File: config.mk
export PLATFORM = sky130hd
export DESIGN_NAME = sig_period_gen
export DESIGN_NICKNAME = d
export VERILOG_FILES = /design/src/rtl/sig_period_gen.sv
export SDC_FILE = /design/constraint.sdc
export NUM_CORES = 1
export LEC_CHECK = 0
export CORE_MARGIN = 2
export CORE_UTILIZATION = 59
export CTS_CLUSTER_SIZE = 8
export DETAILED_ROUTE_END_ITERATION = 10
export PLACE_DENSITY = 0.76
export SETUP_SLACK_MARGIN = 0.15
export SKIP_LAST_GASP = 1
export SYNTH_ARGS = -nofsm -noshare
export SYNTH_HDL_FRONTEND = slang
export SYNTH_SLANG_ARGS = --single-unit
File: constraint.sdc
create_clock -name clk_i -period 8.13 [get_ports clk_i]
set_input_delay 0.813 -clock clk_i [delete_from_list [all_inputs] [get_ports clk_i]]
set_output_delay 0.813 -clock clk_i [all_outputs]
set_load 0.01 [all_outputs]
File: src/rtl/sig_period_gen.sv
// Programmable square-wave source: exact period/high time in clk_i cycles, optional burst length,
// graceful stop, and config updates that take effect only at period boundaries.
module sig_period_gen #(
  parameter int T_CNT_WIDTH = 32,
  parameter int BURST_WIDTH = 16
) (
  input  logic                   clk_i,
  input  logic                   arst_ni,
  input  logic                   cfg_we_i,
  input  logic [T_CNT_WIDTH-1:0] cfg_period_i,
  input  logic [T_CNT_WIDTH-1:0] cfg_high_i,
  input  logic [BURST_WIDTH-1:0] cfg_burst_i,
  input  logic                   start_i,
  input  logic                   stop_i,
  output logic                   sig_o,
  output logic                   period_stb_o,
  output logic                   busy_o,
  output logic                   done_o,
  output logic                   err_o
);

  typedef enum logic {S_IDLE, S_RUN} state_e;

  state_e                 state_q, state_d;
  logic [T_CNT_WIDTH-1:0] t_cnt_q, t_cnt_d;
  logic [BURST_WIDTH-1:0] n_per_q, n_per_d;
  logic [T_CNT_WIDTH-1:0] act_period_q, act_period_d, act_high_q, act_high_d;
  logic [BURST_WIDTH-1:0] act_burst_q, act_burst_d;
  logic [T_CNT_WIDTH-1:0] pend_period_q, pend_period_d, pend_high_q, pend_high_d;
  logic [BURST_WIDTH-1:0] pend_burst_q, pend_burst_d;
  logic                   dirty_q, dirty_d;
  logic                   stop_pend_q, stop_pend_d;
  logic                   sig_q, sig_d;
  logic                   stb_q, stb_d;
  logic                   done_q, done_d;
  logic                   err_q, err_d;

  logic                   pend_valid;
  logic                   last_cnt;
  logic                   burst_end;
  logic                   stop_now;
  logic [T_CNT_WIDTH-1:0] t_cnt_inc;
  logic [BURST_WIDTH:0]   n_per_inc;

  always_comb begin
    pend_valid = (pend_period_q >= T_CNT_WIDTH'(2)) && (pend_high_q != '0)
                 && (pend_high_q < pend_period_q);
    t_cnt_inc  = t_cnt_q + T_CNT_WIDTH'(1);
    last_cnt   = (t_cnt_q == act_period_q - T_CNT_WIDTH'(1));
    n_per_inc  = {1'b0, n_per_q} + (BURST_WIDTH+1)'(1);
    burst_end  = (act_burst_q != '0) && (n_per_inc == {1'b0, act_burst_q});
    stop_now   = stop_pend_q | stop_i;
  end

  always_comb begin
    state_d      = state_q;
    t_cnt_d      = t_cnt_q;
    n_per_d      = n_per_q;
    act_period_d = act_period_q;
    act_high_d   = act_high_q;
    act_burst_d  = act_burst_q;
    pend_period_d = pend_period_q;
    pend_high_d  = pend_high_q;
    pend_burst_d = pend_burst_q;
    dirty_d      = dirty_q;
    stop_pend_d  = stop_pend_q;
    sig_d        = 1'b0;
    stb_d        = 1'b0;
    done_d       = 1'b0;
    err_d        = err_q;

    unique case (state_q)
      S_IDLE: begin
        stop_pend_d = 1'b0;
        if (start_i && !stop_i) begin
          if (pend_valid) begin
            act_period_d = pend_period_q;
            act_high_d   = pend_high_q;
            act_burst_d  = pend_burst_q;
            err_d        = 1'b0;
            t_cnt_d      = '0;
            n_per_d      = '0;
            dirty_d      = 1'b0;
            sig_d        = 1'b1;
            stb_d        = 1'b1;
            state_d      = S_RUN;
          end else begin
            err_d = 1'b1;
          end
        end
      end
      S_RUN: begin
        if (!last_cnt) begin
          t_cnt_d     = t_cnt_inc;
          sig_d       = (t_cnt_inc < act_high_q);
          stop_pend_d = stop_now;
        end else if (burst_end || stop_now) begin
          state_d     = S_IDLE;
          done_d      = 1'b1;
          stop_pend_d = 1'b0;
        end else begin
          t_cnt_d = '0;
          // Saturate so a long continuous run never wraps the period count.
          n_per_d = (&n_per_q) ? n_per_q : n_per_inc[BURST_WIDTH-1:0];
          sig_d   = 1'b1;
          stb_d   = 1'b1;
          dirty_d = 1'b0;
          if (dirty_q) begin
            if (pend_valid) begin
              act_period_d = pend_period_q;
              act_high_d   = pend_high_q;
              act_burst_d  = pend_burst_q;
            end else begin
              err_d = 1'b1;
            end
          end
        end
      end
      default: state_d = S_IDLE;
    endcase

    // A write on the boundary edge itself belongs to the following period.
    if (cfg_we_i) begin
      pend_period_d = cfg_period_i;
      pend_high_d   = cfg_high_i;
      pend_burst_d  = cfg_burst_i;
      dirty_d       = 1'b1;
    end
  end

  always_ff @(posedge clk_i or negedge arst_ni) begin
    if (!arst_ni) begin
      state_q       <= S_IDLE;
      t_cnt_q       <= '0;
      n_per_q       <= '0;
      act_period_q  <= '0;
      act_high_q    <= '0;
      act_burst_q   <= '0;
      pend_period_q <= '0;
      pend_high_q   <= '0;
      pend_burst_q  <= '0;
      dirty_q       <= 1'b0;
      stop_pend_q   <= 1'b0;
      sig_q         <= 1'b0;
      stb_q         <= 1'b0;
      done_q        <= 1'b0;
      err_q         <= 1'b0;
    end else begin
      state_q       <= state_d;
      t_cnt_q       <= t_cnt_d;
      n_per_q       <= n_per_d;
      act_period_q  <= act_period_d;
      act_high_q    <= act_high_d;
      act_burst_q   <= act_burst_d;
      pend_period_q <= pend_period_d;
      pend_high_q   <= pend_high_d;
      pend_burst_q  <= pend_burst_d;
      dirty_q       <= dirty_d;
      stop_pend_q   <= stop_pend_d;
      sig_q         <= sig_d;
      stb_q         <= stb_d;
      done_q        <= done_d;
      err_q         <= err_d;
    end
  end

  assign sig_o        = sig_q;
  assign period_stb_o = stb_q;
  assign busy_o       = (state_q == S_RUN);
  assign done_o       = done_q;
  assign err_o        = err_q;

endmodule

==> impl_metrics.json <==
{
  "run_status": "finished, final reports clean",
  "io_pins": 90,
  "drt-total-wl_um": 30300,
  "switchingPower_mw": 1.33,
  "syn_area_per_cell_um2": 10.3,
  "endpoint": "act_burst_q[3]",
  "numCtsBuffers": 30,
  "clock_path_buffers": 3,
  "synthAdderAreaFrac_pct": 6.39,
  "grt-ovfl-total": 0,
  "min-delay-path-class": "primary input to async pin",
  "cpPeakStageDelay_ns": 0.93,
  "fin_crit_sh_pct": 66.5,
  "core_area_mm2": 0.0211,
  "grt_first_pass_wirelength_um": 50200,
  "syn-num-nets": 1384,
  "viasPerCell": 6.25,
  "ir_drop_uv": 169,
  "r2r_end": "act_burst_q[3]",
  "grt_setup_unrepaired": "no",
  "power_density_mw_per_mm2": 271,
  "synth_top_family_by_area": "simple AND/OR/NAND/NOR gates",
  "synth_xor_area_share_pct": 6.04,
  "cp-start-kind": "flop",
  "synth_warnings": 0,
  "port-buffer-count": 89,
  "dieHeight_um": 151,
  "crit_slowest_cell": "o31a_2",
  "drtAntennaViolNets": 0,
  "drt_iter0_drc": 632,
  "cts-root-buf": "clkbuf_16",
  "wire_per_inst_um": 19.4,
  "cts_sinks": 215,
  "setup_viol": 0,
  "p_total_mw": 3.90,
  "hold_viol": 0,
  "fin_skew_ns": 0.00813,
  "grt_usage_pct": 27.8,
  "worstPathArrival_ns": 5.82,
  "drc_errors": 0,
  "ys_seq_area_share_pct": 42.3,
  "ys.flop_type": "dfrtp_1",
  "yosys.area_share.simple_pct": 16.2,
  "htreeDepth": 1,
  "reg2reg_depth": 12,
  "detailed_place_hpwl_um": 21800,
  "worstPathRequired_ns": 8.55,
  "syn2layout_area_growth_pct": 13.1,
  "tightest_slew_ns": 1.07,
  "postCtsHoldBufs": 0,
  "grt_max_degree": 99,
  "p_seq_share_pct": 42.3,
  "nFillCells": 1643,
  "synth_compound_area_share_pct": 11.7,
  "rows": 53,
  "cts_resized": 0,
  "synthesis.area_mm2": 0.0127,
  "switching_share_pct": 34.1,
  "rr_startpoint": "act_period_q[0]",
  "r2r_setup_slack_ns": 2.72,
  "nets": 1435,
  "start_util_pct": 60.3,
  "max_freq_mhz": 185,
  "synth_seq_cells": 215,
  "drv_slew": 0,
  "worstSkewPairLatency_ns": 0.54,
  "fp.dieW_um": 151,
  "comb_power_share_pct": 30.1,
  "synth.mux.area_fraction_pct": 12.1,
  "cellLeakagePower_nw": 6.38,
  "drive_above_1_share_pct": 14.7,
  "finalSetupTns_ns": 0,
  "cts_tree": "done",
  "num_vias": 9749,
  "post_cts_buffers": 0,
  "gp_congestion": 0.894,
  "crit_chain": "inv_1 > ha_1 > or4b_2 > nor3_1 > xor2_1 > o211ai_1 > mux2i_1 > nand4b_1 > or3_1 > o31a_2 > buf_4 > mux2_2",
  "clkTransAtPathRegs_ns": 0.05,
  "antenna_found_initial": 1,
  "dr.pass1.iters": 5,
  "relSlewSlack_pct": 28.5,
  "crit_type": "flop to flop",
  "path_max_fanout": 41,
  "synth_cell_type_count": 73,
  "cp-end-kind": "flop",
  "post-route-min-period_ns": 5.41,
  "pwr-share-clk_pct": 27.7,
  "die_area_mm2": 0.0228,
  "synth-edff-count": 0,
  "postSynth.asyncResetShare_pct": 100,
  "synthCells": 1234,
  "intPower_mw": 2.57,
  "grt_pass1_vias": 9733,
  "critPathLaunch": "act_period_q[0]",
  "drv_cap": 0
}
==> cell type report <==
type | count | area (um2) | share of cell area (%)
Multi-Input combinational cell | 867 | 6660 | 46.3
Sequential cell | 215 | 5380 | 37.4
Timing Repair Buffer | 94 | 931 | 6.47
Clock buffer | 32 | 779 | 5.42
Tap cell | 275 | 344 | 2.39
Inverter | 77 | 289 | 2.01
Antenna cell | 1 | 2.50 | 0.0174
==> how the worst min path moves through the flow <==
stage               slack [ns]  cells after the start         endpoint
floorplan                 0.45                      1  act_burst_q[15]
global placement          0.47                      2            err_o
detailed placement        0.48                      1   act_high_q[11]
CTS                       0.31                      1      t_cnt_q[29]
global route              0.35                      1  pend_high_q[27]
finish                    0.29                      1  pend_high_q[30]
==> per-stage QoR <==
stage	cell area (um2)	std cells	util (%)	hold slack, ns	worst slack (ns)
finish	14400	1561	68.2	0.286	2.72
global route	14400	1560	68.2	0.349	2.40
CTS	14400	1560	68.2	0.308	2.77
detailed placement	13600	1528	64.5	0.482	2.78
global placement	13600	1528	64.5	0.466	2.94
floorplan	12700	1234	-	0.454	4.00
==> layout by cell type (no fill, tap or decap), drive strengths merged, types with 6 or more instances in the layout <==
master	n
nor3	28
nand2b	8
or3	13
nand3	37
a22o	26
o21ai	57
buf	7
nand3b	6
mux2i	7
nor2b	12
xnor2	45
a21o	17
mux2	130
nand2	84
xor2	40
clkbuf	32
and4	6
nand4	26
o211ai	11
a21oi	28
and3	15
inv	77
clkdlybuf4s50	87
ha	65
or4	21
a31oi	8
nor4	39
a211o	6
nor2	37
and2	12
nor3b	7
dfrtp	215
==> per-layer routing <==
| metal | part of all wire, % | vias to the layer above | track usage, % |
|---|---|---|---|
| met3 | 5.6 | 62 | 4.28 |
| met2 | 47 | 300 | 45.6 |
| met5 | 0 | - | 0 |
| met1 | 45 | 4793 | 38.5 |
| met4 | 2.7 | 0 | 8.27 |
| li1 | - | 4594 | - |
==> registers in the layout (all words and copies together) (netlist names) <==
signal	count
act_burst_q	16
done_o	1
sig_o	1
act_period_q	32
t_cnt_q	32
pend_high_q	32
dirty_q	1
act_high_q	32
stop_pend_q	1
period_stb_o	1
busy_o	1
err_o	1
n_per_q	16
pend_period_q	32
pend_burst_q	16
==> Yosys cell counts (37+ instances only) <==
| library cell | number | share of area [%] |
|---|---|---|
| xnor2_1 | 45 | 3.1 |
| xor2_1 | 40 | 2.8 |
| clkbuf_1 | 52 | 1.5 |
| mux2_2 | 119 | 11 |
| nand2_1 | 84 | 2.5 |
| nor4_1 | 38 | 1.9 |
| nor2_1 | 37 | 1.1 |
| dfrtp_1 | 215 | 42 |
| o21ai_0 | 57 | 2.2 |
| inv_1 | 77 | 2.3 |
| ha_1 | 65 | 6.4 |
| nand3_1 | 37 | 1.5 |
==> cell families after synthesis <==
kind of cell             count (synthesis)
buffers and inverters                  152
multiplexers                           137
flip-flops                             215
XOR/XNOR                                86
AND/OR/NAND/NOR                        368
adder cells (fa/ha/maj)                 65
AO/OA/AOI/OAI                          211
==> power by group through the flow <==
stage	clock, mW	combinational, mW	sequential [mW]
after CTS	1.10	1.17	1.65
after detailed placement	0	1.16	1.66
after global placement	0	1.11	1.65
final	1.08	1.17	1.65
after floorplan	0	0.960	1.51
after global routing	1.14	1.32	1.70
==> critical path, delay by kind of cell, from the launching register on <==
family          cells  cell delay, ns
compound gates      2            1.02
xor+xnor            1            0.18
fa+ha+maj           1            0.33
buf+inv             2            0.68
flops               1            0.43
mux                 2            0.83
simple gates        4            1.74
(Power assumes the default switching activity.)
